File: config.mk
export PLATFORM = sky130hd
export DESIGN_NAME = time_set_ctrl
export DESIGN_NICKNAME = d
export VERILOG_FILES = /design/src/rtl/time_set_ctrl.sv
export SDC_FILE = /design/constraint.sdc
export NUM_CORES = 1
export LEC_CHECK = 0
export CAP_MARGIN = 15
export CORE_MARGIN = 4
export CORE_UTILIZATION = 45
export CTS_BUF_LIST = sky130_fd_sc_hd__clkbuf_2
export CTS_CLUSTER_DIAMETER = 120
export DETAILED_ROUTE_END_ITERATION = 7
export PLACE_DENSITY_LB_ADDON = 0.08
export SYNTH_ARGS = -nofsm -noshare
export SYNTH_HDL_FRONTEND = slang
export SYNTH_SLANG_ARGS = --single-unit
export TNS_END_PERCENT = 30
File: constraint.sdc
create_clock -name clk -period 7.2 [get_ports clk]
set_input_delay 2.16 -clock clk [delete_from_list [all_inputs] [get_ports clk]]
set_output_delay 2.16 -clock clk [all_outputs]
set_load 0.1 [all_outputs]
File: src/rtl/time_set_ctrl.sv
// Mode/edit controller for the BCD hh:mm:ss counter chain.
// Ports: clk, clr, tick_1hz, key_mode, key_inc, cur_hour, cur_min in;
//   cnt_en, ld, ld_hour, ld_min, blink_hour, blink_min, editing,
//   key_click out. All outputs registered.
module time_set_ctrl #(
  parameter int TIMEOUT_S = 10,
  parameter int HOLD_CYC  = 500,
  parameter int RPT_CYC   = 200
) (
  input  logic       clk,
  input  logic       clr,
  input  logic       tick_1hz,
  input  logic       key_mode,
  input  logic       key_inc,
  input  logic [7:0] cur_hour,
  input  logic [7:0] cur_min,
  output logic       cnt_en,
  output logic       ld,
  output logic [7:0] ld_hour,
  output logic [7:0] ld_min,
  output logic       blink_hour,
  output logic       blink_min,
  output logic       editing,
  output logic       key_click
);

  localparam int TW = $clog2(TIMEOUT_S + 1);
  localparam int HW = $clog2(HOLD_CYC + 1);
  localparam int RW = $clog2(RPT_CYC + 1);

  typedef enum logic [1:0] {
    RUN      = 2'd0,
    SET_HOUR = 2'd1,
    SET_MIN  = 2'd2,
    COMMIT   = 2'd3
  } state_t;

  state_t        state_q, state_d;
  logic          mode_q, inc_q;
  logic [7:0]    eh_q, eh_d;
  logic [7:0]    em_q, em_d;
  logic [TW-1:0] to_q, to_d;
  logic [HW-1:0] hold_q, hold_d;
  logic [RW-1:0] rpt_q, rpt_d;
  logic          ph_q, ph_d;

  logic          cnt_d, ld_d, click_d;
  logic [7:0]    ldh_d, ldm_d;
  logic          ed_d, bh_d, bm_d;

  logic          mode_edge, inc_edge;
  logic          rpt_evt, inc_evt;

  // Units above 9 (invalid input) still wrap with a carry.
  function automatic logic [7:0] bcd_inc(
    input logic [7:0] v,
    input logic [7:0] maxv
  );
    logic [3:0] t, u;
    t = v[7:4];
    u = v[3:0];
    if (v == maxv)
      return 8'h00;
    if (u >= 4'd9)
      return {t + 4'd1, 4'd0};
    return {t, u + 4'd1};
  endfunction

  assign mode_edge = key_mode & ~mode_q;
  assign inc_edge  = key_inc & ~inc_q;

  // Hold counter saturates at HOLD_CYC; the repeat
  // counter then runs and fires every RPT_CYC cycles.
  always_comb begin
    hold_d  = hold_q;
    rpt_d   = rpt_q;
    rpt_evt = 1'b0;
    if (!key_inc) begin
      hold_d = '0;
      rpt_d  = '0;
    end else if (hold_q != HW'(HOLD_CYC)) begin
      hold_d  = hold_q + HW'(1);
      rpt_evt = (hold_d == HW'(HOLD_CYC));
    end else begin
      rpt_d = rpt_q + RW'(1);
      if (rpt_d == RW'(RPT_CYC)) begin
        rpt_evt = 1'b1;
        rpt_d   = '0;
      end
    end
  end

  assign inc_evt = inc_edge | rpt_evt;

  always_comb begin
    state_d = state_q;
    eh_d    = eh_q;
    em_d    = em_q;
    to_d    = to_q;
    ph_d    = tick_1hz ? ~ph_q : ph_q;
    cnt_d   = 1'b0;
    ld_d    = 1'b0;
    ldh_d   = ld_hour;
    ldm_d   = ld_min;
    click_d = 1'b0;
    unique case (state_q)
      RUN: begin
        cnt_d = tick_1hz;
        if (mode_edge) begin
          eh_d    = cur_hour;
          em_d    = cur_min;
          state_d = SET_HOUR;
          to_d    = '0;
          ph_d    = 1'b1;
          click_d = 1'b1;
        end
      end
      SET_HOUR, SET_MIN: begin
        if (mode_edge) begin
          to_d    = '0;
          click_d = 1'b1;
          if (state_q == SET_HOUR) begin
            state_d = SET_MIN;
            ph_d    = 1'b1;
          end else begin
            state_d = COMMIT;
            ld_d    = 1'b1;
            ldh_d   = eh_q;
            ldm_d   = em_q;
          end
        end else if (inc_evt) begin
          to_d    = '0;
          click_d = 1'b1;
          if (state_q == SET_HOUR)
            eh_d = bcd_inc(eh_q, 8'h23);
          else
            em_d = bcd_inc(em_q, 8'h59);
        end else if (tick_1hz) begin
          if (to_q == TW'(TIMEOUT_S - 1)) begin
            state_d = RUN;
            to_d    = '0;
          end else begin
            to_d = to_q + TW'(1);
          end
        end
      end
      COMMIT: begin
        state_d = RUN;
      end
      default: state_d = RUN;
    endcase
    ed_d = (state_d == SET_HOUR) ||
           (state_d == SET_MIN);
    bh_d = (state_d == SET_HOUR) & ph_d;
    bm_d = (state_d == SET_MIN) & ph_d;
  end

  always_ff @(posedge clk) begin
    if (clr) begin
      state_q    <= RUN;
      mode_q     <= 1'b0;
      inc_q      <= 1'b0;
      eh_q       <= 8'h00;
      em_q       <= 8'h00;
      to_q       <= '0;
      hold_q     <= '0;
      rpt_q      <= '0;
      ph_q       <= 1'b0;
      cnt_en     <= 1'b0;
      ld         <= 1'b0;
      ld_hour    <= 8'h00;
      ld_min     <= 8'h00;
      blink_hour <= 1'b0;
      blink_min  <= 1'b0;
      editing    <= 1'b0;
      key_click  <= 1'b0;
    end else begin
      state_q    <= state_d;
      mode_q     <= key_mode;
      inc_q      <= key_inc;
      eh_q       <= eh_d;
      em_q       <= em_d;
      to_q       <= to_d;
      hold_q     <= hold_d;
      rpt_q      <= rpt_d;
      ph_q       <= ph_d;
      cnt_en     <= cnt_d;
      ld         <= ld_d;
      ld_hour    <= ldh_d;
      ld_min     <= ldm_d;
      blink_hour <= bh_d;
      blink_min  <= bm_d;
      editing    <= ed_d;
      key_click  <= click_d;
    end
  end

endmodule

Word-level counts from Yosys, hierarchy flattened. Index checks and enable logic that the tools add are counted.

Register bits: 64. Input port bits: 21. Output and inout port bits: 22. Word-level logic and storage cells: 140.

Add/subtract/negate cells: 7. Magnitude comparators: 2. Equal/unequal tests: 19. Mux-type cells: 67. Bitwise operators: 13. Reduce and logical (&&, ||, !) cells: 13.

Operator list (count): 2-to-1 mux 8 bit (17); 2-to-1 mux 1 bit (34); case mux 8 bit (2 select lines) (2); adder 4 x 1 -> 4 bit (second input constant) (5); 2-to-1 mux 4 bit (5); AND reduction 6 bit (2); 2-to-1 mux 2 bit (5); inequality test 2 bit (second input constant) (5); AND reduction 5 bit (2); adder 9 x 1 -> 9 bit (second input constant) (1); == test 9 bit (second input constant) (1); inequality test 9 bit (second input constant) (1); adder 8 x 1 -> 8 bit (second input constant) (1); == test 8 x 6 -> 1 bit (second input constant) (1); == test 8 x 7 -> 1 bit (second input constant) (1); == test 8 bit (second input constant) (1); >= comparator 4 bit (second input constant) (2); NOT 1 bit (8); case mux 4 bit (2 select lines) (1); == test 2 bit (second input constant) (3); inequality test 3 bit (second input constant) (2); case mux 2 bit (3 select lines) (1); AND reduction 3 bit (2); OR reduction 2 bit (3); other kinds (10) (15).

Depth between registers and ports, before layout.
Word-level depth: 20. Mapped depth: 12. Depth with buffers taken out: 11.

Least setup slack after synthesis. No wires, ideal clock.

Kind: in2reg. From: input port key_mode. To: register em_q[6]. Library setup time: 0.117 ns. Data arrival time: 3.681 ns. Required time: 7.083 ns. Path slack: 3.401 ns. Cell stages on the path: 8. Path buffers: 1. Cells stage by stage: nor2b_1 > clkbuf_1 > or4_1 > nor2b_1 > nand3_1 > a21oi_4 > o21ai_1 > a32o_1.

Longest elaborated chain between the ends: 3. Elaborated cells on any way between the ends: 4. Those cells by class: 2 x eq/ne; 1 x bitwise; 1 x reduce/logical.

Ends and longest elaborated chain: start: declaration (RTL line 13) `input logic key_mode,`; bitwise AND 1 bit (*) (RTL line 69) `assign mode_edge = key_mode & ~mode_q;`; inequality test 2 bit (no source line); AND reduction 6 bit (no source line) (*); end signal: assignment (RTL line 182) `em_q <= em_d;`; end: declaration (RTL line 41) `logic [7:0] em_q, em_d;`.

Every way passes the cells marked *; elsewhere a longest branch is shown, timed or not. A chain may end at the register's enable or synchronous reset.

Final worst setup path.
From: register ld_hour[4]. To: output port ld_hour[4].

RTL lines: start: declaration (RTL line 19) `output logic [7:0] ld_hour,`; start signal: assignment (RTL line 189) `ld_hour <= ldh_d;`.

No word-level cell between the ends.

==> results_dict.tcl <==
set metrics [dict create \
    critPathMaxStageDelay_ps 1140 \
    worstPathCellList "clkdlybuf4s50_1" \
    synth_cells 407 \
    arrival_ps 1990 \
    synth_seq_cells 64 \
    slew_viol_final 0 \
    synth_compound_area_share_pct 21.2 \
    syn_to_final_growth_pct 17.3 \
    yosysTopAreaCell "dfxtp_1" \
    slew_headroom_pct 34.7 \
    cp_num_cells 1 \
    drive_gt1_share_pct 7.35 \
    synth_edf_count 0 \
    ir_drop_uv 122 \
    crit_fanout 2 \
    synthSimpleGateAreaFrac_pct 24.5 \
    yosys_warnings 0 \
    grt_start_max_net_pins 43 \
    overflow 0 \
    antenna_found_initial 0 \
    startpoint_type "register" \
    antenna_left 0 \
    cp_top_family "buffers and inverters" \
    grt_util_all_layers_pct 18.2 \
    synth.most_common_cell "dfxtp_1" \
    grt_use_met2_pct 28.6 \
    synth.distinct_cells 56 \
    fmax_mhz 241 \
    grt_pass1_vias 2807 \
    synth_xor_area_share_pct 2.85 \
    timing.final.crit_period_ps 4150 \
    status "finished, final reports clean" \
    clk_pin_slew_ps 180 \
    grt_first_pass_wirelength_mm 13.0 \
    dr.pass1.iters 5 \
    vias 2979 \
    use_met1_pct 24.7 \
    vias_per_cell 5.44 \
    wl_per_cell_um 14.1 \
    cts_sinks 64 \
    rsz0062_at_grt "false" \
    postCtsSetupBuffers 0 \
    die_w_um 94.7 \
    synth_ff_type "dfxtp_1" \
    syn_avg_cell_area_um2 8.31 \
    syn_nets 450 \
    synth_fa_ha_area_share_pct 8.14 \
    holdCritPathClass "register to register" \
    routed_wl_mm 7.75 \
    required_ps 5040 \
    synth_top_area_share_pct 37.9 \
    use_met3_pct 3.27 \
    cts_tree "built" \
    tns_ps 0 \
    cp-end-kind "output pin" \
    post-dp-hpwl_mm 5.29 \
    drt_iter0_drc 153 \
    cts-resized-gates 0 \
    slowest_stage "clkdlybuf4s50_1" \
    pin_count 43 \
    finalHoldViolCount 0 \
    finClkSkew_ps 27.3 \
    io_buffer_count 42 \
    nNetsFinal 487 \
    finalSetupViolCount 0 \
    core_mm2 0.00729 \
    yosysSeqAreaShare_pct 37.9 \
    tightestPinTransition_ps 977 \
    clock_path_buffers 2 \
    drc 0 \
    die_area_mm2 0.00897 \
    syn_area_mm2 0.00338 \
    gp_congestion 0.812 \
    start_util_pct 46.4 \
    power_leakage_nw 1.43 \
    cp_num_buf_inv 1 \
    n_antenna_cell 0 \
    synth_top_family_by_area "simple AND/OR/NAND/NOR gates" \
    utilization_pct 54.4 \
    cellPowerDensity_mw_per_mm2 227 \
    cts_max_level 3 \
    ff2ff_path_depth 9 \
    synth.area.top_cells "dfxtp_1 38%, ha_1 8.1%, a21oi_1 6.2%" \
    async_flop_share_pct 0 \
    grt.busiest_layer "met2" \
    r2r_slack_ps 3830 \
    cts_hold_repair.buffers 0 \
    die_h_um 94.7 \
    period_share_pct 57.7 \
    synthMuxAreaShare_pct 0.592 \
    rows 31 \
    maxCapViolations 0 \
    synth_common_cells "64 x dfxtp_1, 51 x nand2_1, 42 x a21oi_1" \
    clock_latency_ps 480 \
    totalPowerFinal_mw 0.902 \
    cts_inserted_buffers 9 \
    worstHoldPathCells 2 \
    crit_type "register to output pin" \
    cts-root-buf "clkbuf_2" \
]
-- cells by family after synthesis --
group	count (synthesis)
buf+inv	41
mux	2
simple gates	166
fa+ha+maj	22
compound gates	101
xor+xnor	11
flops	64
-- layout make-up --
type / count / area, um^2
fill: 755 / 3320
clock inverter: 5 / 47.5
inverter: 23 / 86.3
clock buffer: 11 / 55.1
tap: 99 / 124
timing repair buffer: 44 / 435
sequential: 64 / 1280
multi-input combinational: 302 / 1940
-- worst paths after layout --
check / from / endpoint
worst max-delay path: ld_hour[4]$_SDFFE_PP0P_ / ld_hour[4]
worst min register to register: ld_min[2]$_SDFFE_PP0P_ / ld_min[2]$_SDFFE_PP0P_
worst max register to register: state_q[0]$_SDFF_PP0_ / em_q[6]$_SDFFE_PP0P_
worst min-delay path: ld_min[2]$_SDFFE_PP0P_ / ld_min[2]$_SDFFE_PP0P_
-- power breakdown --
part           total [mW]  internal [mW]  switching (mW)
sequential          0.416          0.384          0.0327
clock               0.207         0.0800           0.127
combinational       0.279         0.0947           0.184
total               0.902          0.558           0.344
-- through the flow --
stage / setup WS [ps] / hold WS, ps / std cells / area, um^2
6_report: 3050 / 464 / 548 / 3970
5_1_grt: 2960 / 487 / 548 / 3970
4_1_cts: 3000 / 469 / 548 / 3970
3_5_place_dp: 2710 / 448 / 532 / 3870
3_3_place_gp: 2780 / 443 / 532 / 3870
2_1_floorplan: 3400 / 445 / 407 / 3380
-- cell usage in the layout, fill, tap and decap left out, types with 2 or more instances in the layout --
cell type        count
or3_1                8
nand2b_1             4
a22oi_1              2
a211oi_1             9
a21oi_2              2
and3_1               8
inv_1               22
or3b_2               3
o21ai_0             13
ha_1                22
a21o_1               2
xor2_1               3
nand2_1             51
and2_1               4
nand4_1              4
nand4b_1             4
nand3_1             15
clkdlybuf4s50_1     42
dfxtp_1             64
nor2b_1              5
a21oi_4              4
nor3_1               7
o21ai_1              3
nor2_1              40
xnor2_1              8
o31ai_1              2
clkinv_2             2
a311oi_1             3
a32o_1               5
clkinv_1             2
nor3b_1              5
mux2i_1              2
buf_4                2
a21oi_1             42
clkbuf_2            11
-- state kept, by name, indices dropped and copies added (netlist names), 2 cells and up --
register,count
rpt_q,8
ld_hour,8
state_q,2
to_q,4
hold_q,9
ld_min,8
eh_q,8
em_q,8
-- layer usage --
metal / up-vias / routed length [um]
li1: 1506 / -
met2: 73 / 3460
met4: 0 / 64
met3: 7 / 401
met1: 1393 / 3810
met5: - / 0
No activity file was read; power rests on OpenSTA's default activity.
